==> config.mk <==
export PLATFORM = sky130hd
export DESIGN_NAME = alu_seq
export DESIGN_NICKNAME = d
export VERILOG_FILES = /design/src/rtl/alu_seq_pkg.sv /design/src/rtl/alu_seq_mul.sv /design/src/rtl/alu_seq.sv
export SDC_FILE = /design/constraint.sdc
export NUM_CORES = 1
export LEC_CHECK = 0
export ABC_AREA = 0
export CAP_MARGIN = 20
export CORE_MARGIN = 2
export CORE_UTILIZATION = 44
export DETAILED_ROUTE_END_ITERATION = 7
export PLACE_DENSITY = 0.72
export SYNTH_ARGS = -nofsm -noshare
export SYNTH_HDL_FRONTEND = slang
export SYNTH_HIERARCHICAL = 1
export SYNTH_SLANG_ARGS = --single-unit
export TNS_END_PERCENT = 30
==> constraint.sdc <==
create_clock -name clk -period 6.6 [get_ports clk]
set_input_delay 1.65 -clock clk [delete_from_list [all_inputs] [get_ports clk]]
set_output_delay 1.65 -clock clk [all_outputs]
set_load 0.01 [all_outputs]
==> src/rtl/alu_seq_pkg.sv <==
// rtl/alu_seq_pkg.sv - shared op codes, op width and FSM state type for alu_seq
package alu_seq_pkg;

  localparam int OP_W = 4;

  typedef enum logic [OP_W-1:0] {
    OP_ADD  = 4'd0,
    OP_SUB  = 4'd1,
    OP_PASS = 4'd2,
    OP_ZER  = 4'd3,
    OP_DECA = 4'd4,
    OP_MUL2 = 4'd5,
    OP_DIV2 = 4'd6,
    OP_SHLN = 4'd7,
    OP_SHRN = 4'd8,
    OP_MUL  = 4'd9
  } op_e;

  typedef enum logic [1:0] {
    IDLE = 2'd0,
    BUSY = 2'd1,
    DONE = 2'd2
  } state_e;

endpackage

==> src/rtl/alu_seq_mul.sv <==
// rtl/alu_seq_mul.sv - iterative shift-add multiplier, WIDTH steps per product
// done flags the final step; prod is the product as it will stand after that edge.
module alu_seq_mul #(
  parameter int WIDTH = 16
) (
  input  logic               clk,
  input  logic               rst_n,
  input  logic               start,
  input  logic [WIDTH-1:0]   a,
  input  logic [WIDTH-1:0]   b,
  output logic               done,
  output logic [2*WIDTH-1:0] prod
);

  localparam int CW = $clog2(WIDTH + 1);

  logic [2*WIDTH-1:0] acc_q;
  logic [2*WIDTH-1:0] mcand_q;
  logic [WIDTH-1:0]   mplier_q;
  logic [CW-1:0]      cnt_q;
  logic [2*WIDTH-1:0] acc_next;

  always_comb begin
    acc_next = mplier_q[0] ? (acc_q + mcand_q) : acc_q;
  end

  assign done = (cnt_q == CW'(1));
  assign prod = acc_next;

  always_ff @(posedge clk or negedge rst_n) begin
    if (!rst_n) begin
      acc_q    <= '0;
      mcand_q  <= '0;
      mplier_q <= '0;
      cnt_q    <= '0;
    end else if (start) begin
      acc_q    <= '0;
      mcand_q  <= {{WIDTH{1'b0}}, a};
      mplier_q <= b;
      cnt_q    <= CW'(WIDTH);
    end else if (cnt_q != '0) begin
      acc_q    <= acc_next;
      mcand_q  <= mcand_q << 1;
      mplier_q <= mplier_q >> 1;
      cnt_q    <= cnt_q - CW'(1);
    end
  end

endmodule

==> src/rtl/alu_seq.sv <==
// rtl/alu_seq.sv - sequential ALU with valid/ready handshake and iterative shifts
// Optional multiply (op 9) is built only when ALU_SEQ_MUL_EN is defined.
module alu_seq
  import alu_seq_pkg::*;
#(
  parameter int WIDTH = 16,
  parameter int SHW   = $clog2(WIDTH)
) (
  input  logic             clk,
  input  logic             rst_n,
  input  logic             in_valid,
  output logic             in_ready,
  input  logic [OP_W-1:0]  op,
  input  logic [WIDTH-1:0] a_bus,
  input  logic [WIDTH-1:0] b_bus,
  output logic             out_valid,
  input  logic             out_ready,
  output logic [WIDTH-1:0] c_bus,
  output logic             z,
  output logic             cy,
  output logic             err
);

  state_e           state_q;
  logic [WIDTH-1:0] c_q;
  logic             z_q, cy_q, err_q;
  logic [WIDTH-1:0] sh_q;
  logic [SHW-1:0]   cnt_q;
  logic             left_q;

  logic             accept;
  logic [WIDTH-1:0] r_c;
  logic             r_cy, r_err;
  logic             dec_busy, dec_left;
  logic [SHW-1:0]   k;
  logic [WIDTH:0]   wide;
  logic [WIDTH-1:0] sh_next;
  logic             sh_out;

  assign in_ready  = (state_q == IDLE) || ((state_q == DONE) && out_ready);
  assign accept    = in_valid && in_ready;
  assign out_valid = (state_q == DONE);
  assign c_bus     = c_q;
  assign z         = z_q;
  assign cy        = cy_q;
  assign err       = err_q;
  assign k         = b_bus[SHW-1:0];

`ifdef ALU_SEQ_MUL_EN
  logic               dec_mul, mul_q, mul_done;
  logic [2*WIDTH-1:0] mul_prod;

  alu_seq_mul #(.WIDTH(WIDTH)) u_mul (
    .clk   (clk),
    .rst_n (rst_n),
    .start (accept && dec_mul),
    .a     (a_bus),
    .b     (b_bus),
    .done  (mul_done),
    .prod  (mul_prod)
  );
`endif

  // One-cycle results; ops needing BUSY only raise dec_busy here.
  always_comb begin
    r_c      = '0;
    r_cy     = 1'b0;
    r_err    = 1'b0;
    dec_busy = 1'b0;
    dec_left = 1'b0;
    wide     = '0;
`ifdef ALU_SEQ_MUL_EN
    dec_mul  = 1'b0;
`endif
    case (op)
      OP_ADD: begin
        wide = {1'b0, a_bus} + {1'b0, b_bus};
        r_c  = wide[WIDTH-1:0];
        r_cy = wide[WIDTH];
      end
      OP_SUB: begin
        wide = {1'b0, a_bus} - {1'b0, b_bus};
        r_c  = wide[WIDTH-1:0];
        r_cy = wide[WIDTH];
      end
      OP_PASS: r_c = b_bus;
      OP_ZER:  r_c = '0;
      OP_DECA: begin
        r_c  = a_bus - WIDTH'(1);
        r_cy = (a_bus == '0);
      end
      OP_MUL2: begin
        r_c  = b_bus << 1;
        r_cy = b_bus[WIDTH-1];
      end
      OP_DIV2: begin
        r_c  = b_bus >> 1;
        r_cy = b_bus[0];
      end
      OP_SHLN, OP_SHRN: begin
        r_c      = a_bus;
        dec_busy = (k != '0);
        dec_left = (op == OP_SHLN);
      end
`ifdef ALU_SEQ_MUL_EN
      OP_MUL: begin
        dec_busy = 1'b1;
        dec_mul  = 1'b1;
      end
`endif
      default: r_err = 1'b1;
    endcase
  end

  always_comb begin
    sh_next = left_q ? (sh_q << 1) : (sh_q >> 1);
    sh_out  = left_q ? sh_q[WIDTH-1] : sh_q[0];
  end

  always_ff @(posedge clk or negedge rst_n) begin
    if (!rst_n) begin
      state_q <= IDLE;
      c_q     <= '0;
      z_q     <= 1'b0;
      cy_q    <= 1'b0;
      err_q   <= 1'b0;
      sh_q    <= '0;
      cnt_q   <= '0;
      left_q  <= 1'b0;
`ifdef ALU_SEQ_MUL_EN
      mul_q   <= 1'b0;
`endif
    end else if (accept) begin
      sh_q   <= a_bus;
      cnt_q  <= k;
      left_q <= dec_left;
`ifdef ALU_SEQ_MUL_EN
      mul_q  <= dec_mul;
`endif
      if (dec_busy) begin
        state_q <= BUSY;
      end else begin
        state_q <= DONE;
        c_q     <= r_c;
        z_q     <= (r_c == '0);
        cy_q    <= r_cy;
        err_q   <= r_err;
      end
    end else begin
      case (state_q)
        BUSY: begin
`ifdef ALU_SEQ_MUL_EN
          if (mul_q) begin
            if (mul_done) begin
              state_q <= DONE;
              c_q     <= mul_prod[WIDTH-1:0];
              z_q     <= (mul_prod[WIDTH-1:0] == '0);
              cy_q    <= |mul_prod[2*WIDTH-1:WIDTH];
              err_q   <= 1'b0;
            end
          end else
`endif
          begin
            sh_q  <= sh_next;
            cnt_q <= cnt_q - SHW'(1);
            if (cnt_q == SHW'(1)) begin
              state_q <= DONE;
              c_q     <= sh_next;
              z_q     <= (sh_next == '0);
              cy_q    <= sh_out;
              err_q   <= 1'b0;
            end
          end
        end
        DONE: if (out_ready) state_q <= IDLE;
        default: state_q <= IDLE;
      endcase
    end
  end

endmodule
; ---- After elaboration in Yosys (flattened, before gate mapping)
; Index checks and enable logic that the tools add are counted.
[totals]
regBits = 42
mem_count = 0
romBits = 0
wordCells = 73
latch_bits = 0
mem_bits_rw = 0
[op_classes]
n_mul = 0
magnitude_cmp = 0
bitwise_logic = 0
muxes = 32
eq_ne = 14
div = 0
n_addsub = 4
reduce_logical = 15
n_shift = 0
[ops]
columns = operator, count
row1 = 16-bit two-way mux, 7
row2 = 16-bit one-hot mux with 7 select lines, 1
row3 = 16-bit logical NOT, 3
row4 = 16-bit by 16-bit adder with 17-bit output, 1
row5 = 16-bit by 16-bit subtractor with 17-bit output, 1
row6 = "4-bit by 3-bit == test with 1-bit output, second input constant", 4
row7 = 1-bit two-way mux, 16
row8 = "16-bit by 1-bit subtractor with 16-bit output, second input constant", 1
row9 = 9-bit OR reduction, 1
row10 = "4-bit by 1-bit == test with 1-bit output, second input constant", 2
row11 = "4-bit by 2-bit == test with 1-bit output, second input constant", 2
row12 = 2-bit two-way mux, 4
row13 = 4-bit two-way mux, 2
row14 = 1-bit one-hot mux with 5 select lines, 1
row15 = "4-bit == test, second input constant", 1
row16 = 4-bit logical NOT, 1
row17 = 2-bit one-hot mux with 2 select lines, 1
row18 = 2-bit nonzero test, 2
row19 = 4-bit nonzero test, 1
row20 = "4-bit by 1-bit subtractor with 4-bit output, second input constant", 1
row21 = "3-bit by 1-bit != test with 1-bit output, second input constant", 1
row22 = "3-bit != test, second input constant", 1
row23 = 3-bit AND reduction, 1
row24 = "2-bit by 1-bit == test with 1-bit output, second input constant", 1
row25 = other kinds (7), 8

; ---- Logic depth before layout (Yosys ltp)
; Gate-level depths: netlist of the first run.
[depth]
ltp_word = 6
mapped_depth = 12
mapped_depth_nobuf = 12

; ---- Least setup slack after synthesis of the first run
; Ideal clock, no wire load.
[synth_timing]
kind = input -> register
start = input b_bus[6]
end = register z_q, in the netlist z
arrival_time_ns = 4.124
path_buffers = 1
setup_ns = 0.104
slack_ns = 2.372
path_stages = 12
t_required_ns = 6.496
path_cell_list = inv_1 -> ha_1 -> buf_6 -> nor2b_2 -> or4_4 -> o211a_4 -> a21o_1 -> a221oi_4 -> a221oi_2 -> nor3b_1 -> or3_1 -> o41ai_2
[synth_between]
elab_chain_cells = 5
word_cells_on_any_way = 6
classes_between = 2 x add/sub / 3 x mux / 1 x reduce/logical
[synth_rtl]
columns = element, line_no
row1 = "start, declared", alu_seq.sv:15  ; input logic [WIDTH-1:0] b_bus,
row2 = 16-bit by 16-bit subtractor with 17-bit output or 16-bit by 16-bit adder with 17-bit output (tied branches), "alu_seq.sv:82, alu_seq.sv:77"
row3 = 16-bit one-hot mux with 7 select lines (*), alu_seq.sv:75  ; case (op)
row4 = 16-bit logical NOT (*), alu_seq.sv:145  ; z_q <= (r_c == '0);
row5 = 1-bit two-way mux (*), alu_seq.sv:140  ; if (dec_busy) begin
row6 = 1-bit two-way mux (*), alu_seq.sv:133  ; end else if (accept) begin
row7 = "end signal, assigned", alu_seq.sv:145
row8 = "end signal, assigned", alu_seq.sv:169  ; z_q <= (sh_next == '0);
row9 = "end, declared", alu_seq.sv:26  ; logic z_q, cy_q, err_q;
; Every way passes the cells marked *; elsewhere a longest branch is shown, timed or not. The select of a mux whose other input is x is not followed.
; A chain may end at the register's enable or synchronous reset.

; ---- Worst setup path in the final report of the first run
[layout_timing]
start = input b_bus[0]
end = register z_q, in the netlist z
[layout_between]
elab_chain_cells = 5
word_cells_on_any_way = 10
classes_between = 2 x add/sub / 1 x eq/ne / 4 x mux / 3 x reduce/logical
[layout_rtl]
columns = element, line_no
row1 = 16-bit by 16-bit subtractor with 17-bit output or 16-bit by 16-bit adder with 17-bit output (tied branches), "alu_seq.sv:82, alu_seq.sv:77"
row2 = 16-bit one-hot mux with 7 select lines, alu_seq.sv:75
row3 = 16-bit logical NOT, alu_seq.sv:145
row4 = 1-bit two-way mux, alu_seq.sv:140
row5 = 1-bit two-way mux, alu_seq.sv:133
; Parallel ways exist; a longest one is shown, timed or not. The select of a mux whose other input is x is not followed.

==> out/results.txt, run 1 <==
setup_tns: 0 ns
number of flops mapped to enable cells by yosys: 0
CTS tree: built
Max H-tree Level: 2
Initial Utilization: 45.2%
Sink Count: 42
die area: 12100 um^2
number of CTS-inserted buffers: 5
Rel. slew slack: 33.5%
critical path endpoint category: flip-flop
Synth area leaders: dfrtp_1 (21%), ha_1 (9.4%), o21ai_0 (4.3%)
clk_lat worst skew: 0.30 ns
first-pass GRT wire length: 24.6 mm
Ys Warns: 6
Post-Syn Instances: 620
antenna violations before repair: 0
Seq/Total Area, Yosys: 21.3%
Site Rows: 38
CTS resizes: 0
routed length per placed instance: 19.3 um
area leader, netlist: dfrtp_1
die width: 110 um
Iteration-0 DRC Markers: 724
cell area after synthesis: 4930 um^2
Pre-antenna DRT Iters: 7
DP HPWL: 11.7 mm
Pleak: 0.00227 uW
Avg Cell Area, Syn: 7.95 um^2
worst endpoint required time: 6.80 ns
Hold Path Class: flip-flop to flip-flop
Setup Buffers After CTS: 0
Area after DPL: 5630 um^2
Mapped Nets: 699
Worst Skew: 0.0102 ns
GRT Util Overall: 25.8%
asr flop ratio synth: 100%
IO Count: 61
Residual DRC: 0
CTS root buf: clkbuf_8
post-synthesis register bit count: 42
die height: 110 um
number of nets still failing antenna checks after routing: 0
CP Max Fanout: 8
nets@finish: 733
Least-Margin Pin Slew: 0.972 ns
# diodes: 0
clock slew at reported path FFs: 0.08 ns
CTS Hold Bufs: 0
CP Class: primary input to flip-flop
grt ovf: 0
vias in the first global route: 4680
post-synth top area share: 21.3%
routed vias: 5221
Synth Flop Type: dfrtp_1
worst hold margin: 0.479 ns
number of port buffers: 60
average vias per placed instance: 6.57
post-route cell area: 5720 um^2
WP data arrival: 5.33 ns
final hold vios: 0
Max IR drop VDD: 0.000166 V
final core occ: 52.6%
Worst setup SP type: primary input
Max Slew Vio Count: 0
DRT Wirelength: 15.4 mm
Core Area: 10900 um^2
count leader, synth: nand2_1
Power Dens Cells: 201 nW/um^2
Setup violations, final: 0
status: complete, no violations
crit path time final: 5.14 ns
period utilization: 77.8%
layout cells sized above 1: 8.09%
Max Cap Viol: 0
Final GP Congestion: 0.914
Synth cell types: 82
RSZ-0062 raised after global routing: false
largest net degree at the start of global routing: 43
Max Fclk: 195 MHz
CTS Buffer Depth: 2
most frequent cells after synthesis: nand2_1 (54), nor2_1 (48), dfrtp_1 (42), o21ai_0 (42), ha_1 (37)
Synth-to-Final Area Change: 16.2%
Pwr Total: 1150 uW
registers in the layout, indices dropped and copies added, names as in the netlist:
register / count
state_q: 2
cnt_q: 4
z: 1
left_q: 1
sh_q: 16
c_bus: 16
err: 1
cy: 1
final timing paths:
check | startpoint | to | slack [ns] | cells past startpoint
hold reg to reg | c_bus[6] | c_bus[6] | 0.48 | 2
min in group asynchronous | rst_n | state_q[1] | 1.48 | 1
setup / recovery | b_bus[0] | z | 1.46 | 13
setup reg to reg | state_q[1] | z | 3.81 | 10
max in group asynchronous | rst_n | cnt_q[0] | 4.54 | 1
hold / removal | c_bus[6] | c_bus[6] | 0.48 | 2
critical path: stages:
cell and delay [ns]:
clkdlybuf4s50_1 0.71, ha_1 0.26, inv_1 0.06, fa_1 0.39, nor3_1 0.31, o31ai_1 0.16
a31oi_1 0.26, o21bai_1 0.15, a2111o_1 0.44, mux2_2 0.26, a22oi_1 0.29, nand4_1 0.16
o41ai_2 0.22
cell usage in the layout, fill, tap and decap left out, types with 8 or more instances in the layout:
master           Yosys  layout
clkdlybuf4s50_1      0      59
xnor2_1             11      11
buf_4                0       9
nand2b_1             9       9
nor2b_1             12      12
nand2_1             54      54
a21oi_1             33      33
nand3_1             18      18
dfrtp_1             42      42
ha_1                37      37
nor2_1              48      48
o31ai_1             10       9
inv_1               31      31
mux2i_1             15      15
nor3_1              21      21
mux2_2               8       8
a22oi_1              9       9
o21ai_0             42      42
layout make-up:
class	instances	area, um^2
Timing Repair Buffer	69	663
Sequential cell	42	1050
Tap cell	140	175
Fill cell	1065	5170
Multi-Input combinational cell	505	3620
Clock buffer	6	82.6
Clock inverter	2	12.5
Inverter	31	116
report_power, final:
group          total (uW)  leakage (uW)  internal (uW)  switching, uW
combinational         581       0.00170            269            312
sequential            395      0.000527            336           58.9
clock                 173     0.0000472           84.1           89.2
total                1150       0.00227            689            460
per-stage QoR:
step	setup slack, ns	std cells
floorplan	2.37	620
global placement	1.29	787
detailed placement	1.20	787
CTS	1.50	795
global route	1.25	795
finish	1.46	795
cells by family (layout without fill, tap and decap cells):
| logic type | after synthesis | count (layout) | share of synthesized area [%] |
|---|---|---|---|
| AO/OA/AOI/OAI | 212 | 212 | 31.7 |
| AND/OR/NAND/NOR | 215 | 215 | 23.1 |
| XOR/XNOR | 16 | 16 | 2.84 |
| multiplexers | 23 | 23 | 4.88 |
| flip-flops | 42 | 42 | 21.3 |
| buffers and inverters | 73 | 108 | 5.92 |
| adder cells (fa/ha/maj) | 39 | 39 | 10.2 |
metal layers:
layer	global-route usage (%)	part of all wire, %	routed length (um)
met1	36.0	44	6700
met2	41.9	46	7040
met3	2.43	7.6	1160
met4	7.96	3.0	459
met5	0	0	0
Power figures use the tool's default switching activity.
==> inputs of run 2 (changes only) <==
Settings changed: PLACE_DENSITY 0.72 to 0.74.
Clock period 6.6 ns to 4.45 ns, I/O delays scaled along.
==> run 2 against run 1 <==
  * Non-clock buffer count increased by 63
  * Design area grew 9.1%
  * Register-to-register slack lost 2.1 ns
  * Wire length is 7.3% higher
  * Total power up 63%
  * Clock power grew 110%
  * Die area is the same
  * Global-route usage is 1.6 points higher
  * Largest power group unchanged
==> out/results.txt, run 2 (synthesis results as in run 1) <==
number of CTS-inserted buffers: 5 (unchanged)
# diodes: 0 (unchanged)
routed length per placed instance: 19.2 um (-0.58%)
status: complete, no violations
die area: 12100 um^2 (unchanged)
Max Fclk: 235 MHz
worst endpoint required time: 4.64 ns (-2.16 ns)
DP HPWL: 12.9 mm (+10%)
Worst Hold Launch: err
antenna violations before repair: 0 (unchanged)
Max Cap Viol: 0 (unchanged)
grt ovf: 0 (unchanged)
Rel. slew slack: 37.2% (+3.7 points)
die height: 110 um (unchanged)
crit path time final: 4.25 ns
Non-Filler Instances: 858 (+7.9%)
final hold vios: 0 (unchanged)
Max H-tree Level: 2 (unchanged)
Hold Path Class: flip-flop to flip-flop
layout cells sized above 1: 16.3% (+8.2 points)
CTS Buffer Depth: 2 (unchanged)
routed vias: 5483 (+5.0%)
Worst Skew: 0.00488 ns (-0.00529 ns)
Critical Path Sink: z
CTS root buf: clkbuf_8
IO Count: 61 (unchanged)
Final GP Congestion: 0.984 (+7.6%)
Worst R2R Start: state_q[1]
clock slew at reported path FFs: 0.08 ns (about the same)
number of port buffers: 60 (unchanged)
Power Dens Cells: 300 nW/um^2 (+50%)
R2R setup slack: 1.75 ns (-2.06 ns)
WP data arrival: 4.45 ns (-0.88 ns)
register area: 1050 um^2 (unchanged)
Sink Count: 42 (unchanged)
Setup violations, final: 0 (unchanged)
RSZ-0062 raised after global routing: false
multi-input combinational cell area: 3630 um^2 (+0.17%)
Pleak: 0.00260 uW (+14%)
DRT Wirelength: 16.5 mm (+7.3%)
period utilization: 95.6%
CP Max Fanout: 3 (-5)
critical path endpoint category: flip-flop
Placed Instances: 850 (+8.0%)
most common cell after layout, fill and taps aside: buf_4
worst hold margin: 0.484 ns (+0.00438 ns)
Site Rows: 38 (unchanged)
CP startpoint: a_bus[0]
post-route cell area: 6240 um^2 (+9.1%)
Synth-to-Final Area Change: 26.7%
average vias per placed instance: 6.39 (-2.7%)
vias in the first global route: 5136 (+9.7%)
Residual DRC: 0 (unchanged)
number of nets still failing antenna checks after routing: 0 (unchanged)
first-pass GRT wire length: 26.0 mm (+5.5%)
nets@finish: 796 (+8.6%)
most frequent cells in the layout: buf_4 (72), clkdlybuf4s50_1 (59), nand2_1 (54)
Pwr Total: 1870 uW (+63%)
Initial Utilization: 45.2% (unchanged)
CTS Hold Bufs: 0 (unchanged)
Max IR drop VDD: 0.000264 V (+58%)
Core Area: 10900 um^2 (unchanged)
Iteration-0 DRC Markers: 588 (-19%)
Max Slew Vio Count: 0 (unchanged)
GRT Util Overall: 27.4% (+1.6 points)
RR Endpoint: z
FF-to-FF path depth: 10 (unchanged)
die width: 110 um (unchanged)
filler instances: 1035 (-2.8%)
CTS tree: built
Worst setup SP type: primary input
Area after DPL: 6100 um^2 (+8.4%)
Pre-antenna DRT Iters: 5 (-2)
Setup Buffers After CTS: 0 (unchanged)
largest net degree at the start of global routing: 43 (unchanged)
CP Class: primary input to flip-flop
clk_lat worst skew: 0.29 ns (about the same)
Least-Margin Pin Slew: 0.942 ns (-0.0297 ns)
-- run 2: cell count changes in the layout (fill, tap and decap cells not counted) --
cell	change
buf_4	+63
bufinv_16	+2
a2111oi_0	-1
a2111oi_1	+1
clkbuf_8	-1
clkinv_2	-1
clkinv_4	+1
clkinvlp_4	-1
nor3_1	-1
nor3_2	+1
-- run 2: layout make-up --
cell class | count | share of cell area (%)
clock buffers | 5 | 1.10
repair buffers | 132 | 18.2
well taps | 140 | 2.81
clock inverters | 3 | 1.10
multi-input cells | 505 | 58.1
flip-flops and latches | 42 | 16.8
inverters | 31 | 1.86
-- run 2: worst max-delay path: stages --
cell and delay, ns:
clkdlybuf4s50_1 0.52, ha_1 0.19, inv_1 0.06, fa_1 0.41, nor3_2 0.24, o31ai_1 0.14, a31oi_1 0.33, o21bai_1 0.14
a2111o_1 0.44, mux2_2 0.27, a22oi_1 0.23, nand4_1 0.15, o41ai_2 0.22
-- run 2: worst min path at each step --
stage,slack [ns],cells past startpoint,to
global placement,0.46,2,err
global route,0.51,2,err
CTS,0.48,2,err
finish,0.48,2,err
detailed placement,0.46,2,err
floorplan,0.47,2,sh_q[2]
-- run 2: per-layer routing --
metal	track usage, %	wire, um	part of all wire (%)
met5	0	0	0
met3	2.13	1300	7.9
met2	45.4	7790	47
met1	37.1	6970	42
met4	9.86	427	2.6
-- run 2: stage by stage --
stage                     TNS (ns)  worst slack (ns)  utilization (%)
after floorplan                  0             0.760                -
after global placement           0            0.0171             56.0
after detailed placement   -0.0847           -0.0847             56.0
after CTS                        0             0.212             57.3
after global routing             0            0.0203             57.3
final                            0             0.197             57.3
-- run 2: report_power, final --
group | total (uW) | internal [uW] | switching [uW] | leakage, uW
Sequential | 590 | 498 | 92.4 | 0.000527
Combinational | 925 | 442 | 483 | 0.00200
Clock | 359 | 225 | 135 | 0.0000683
-- run 2: timing repair --
action	in CTS	in global routing
hold endpoints to repair	0	0
resized for setup	0	2
endpoints found under the setup margin	0	1
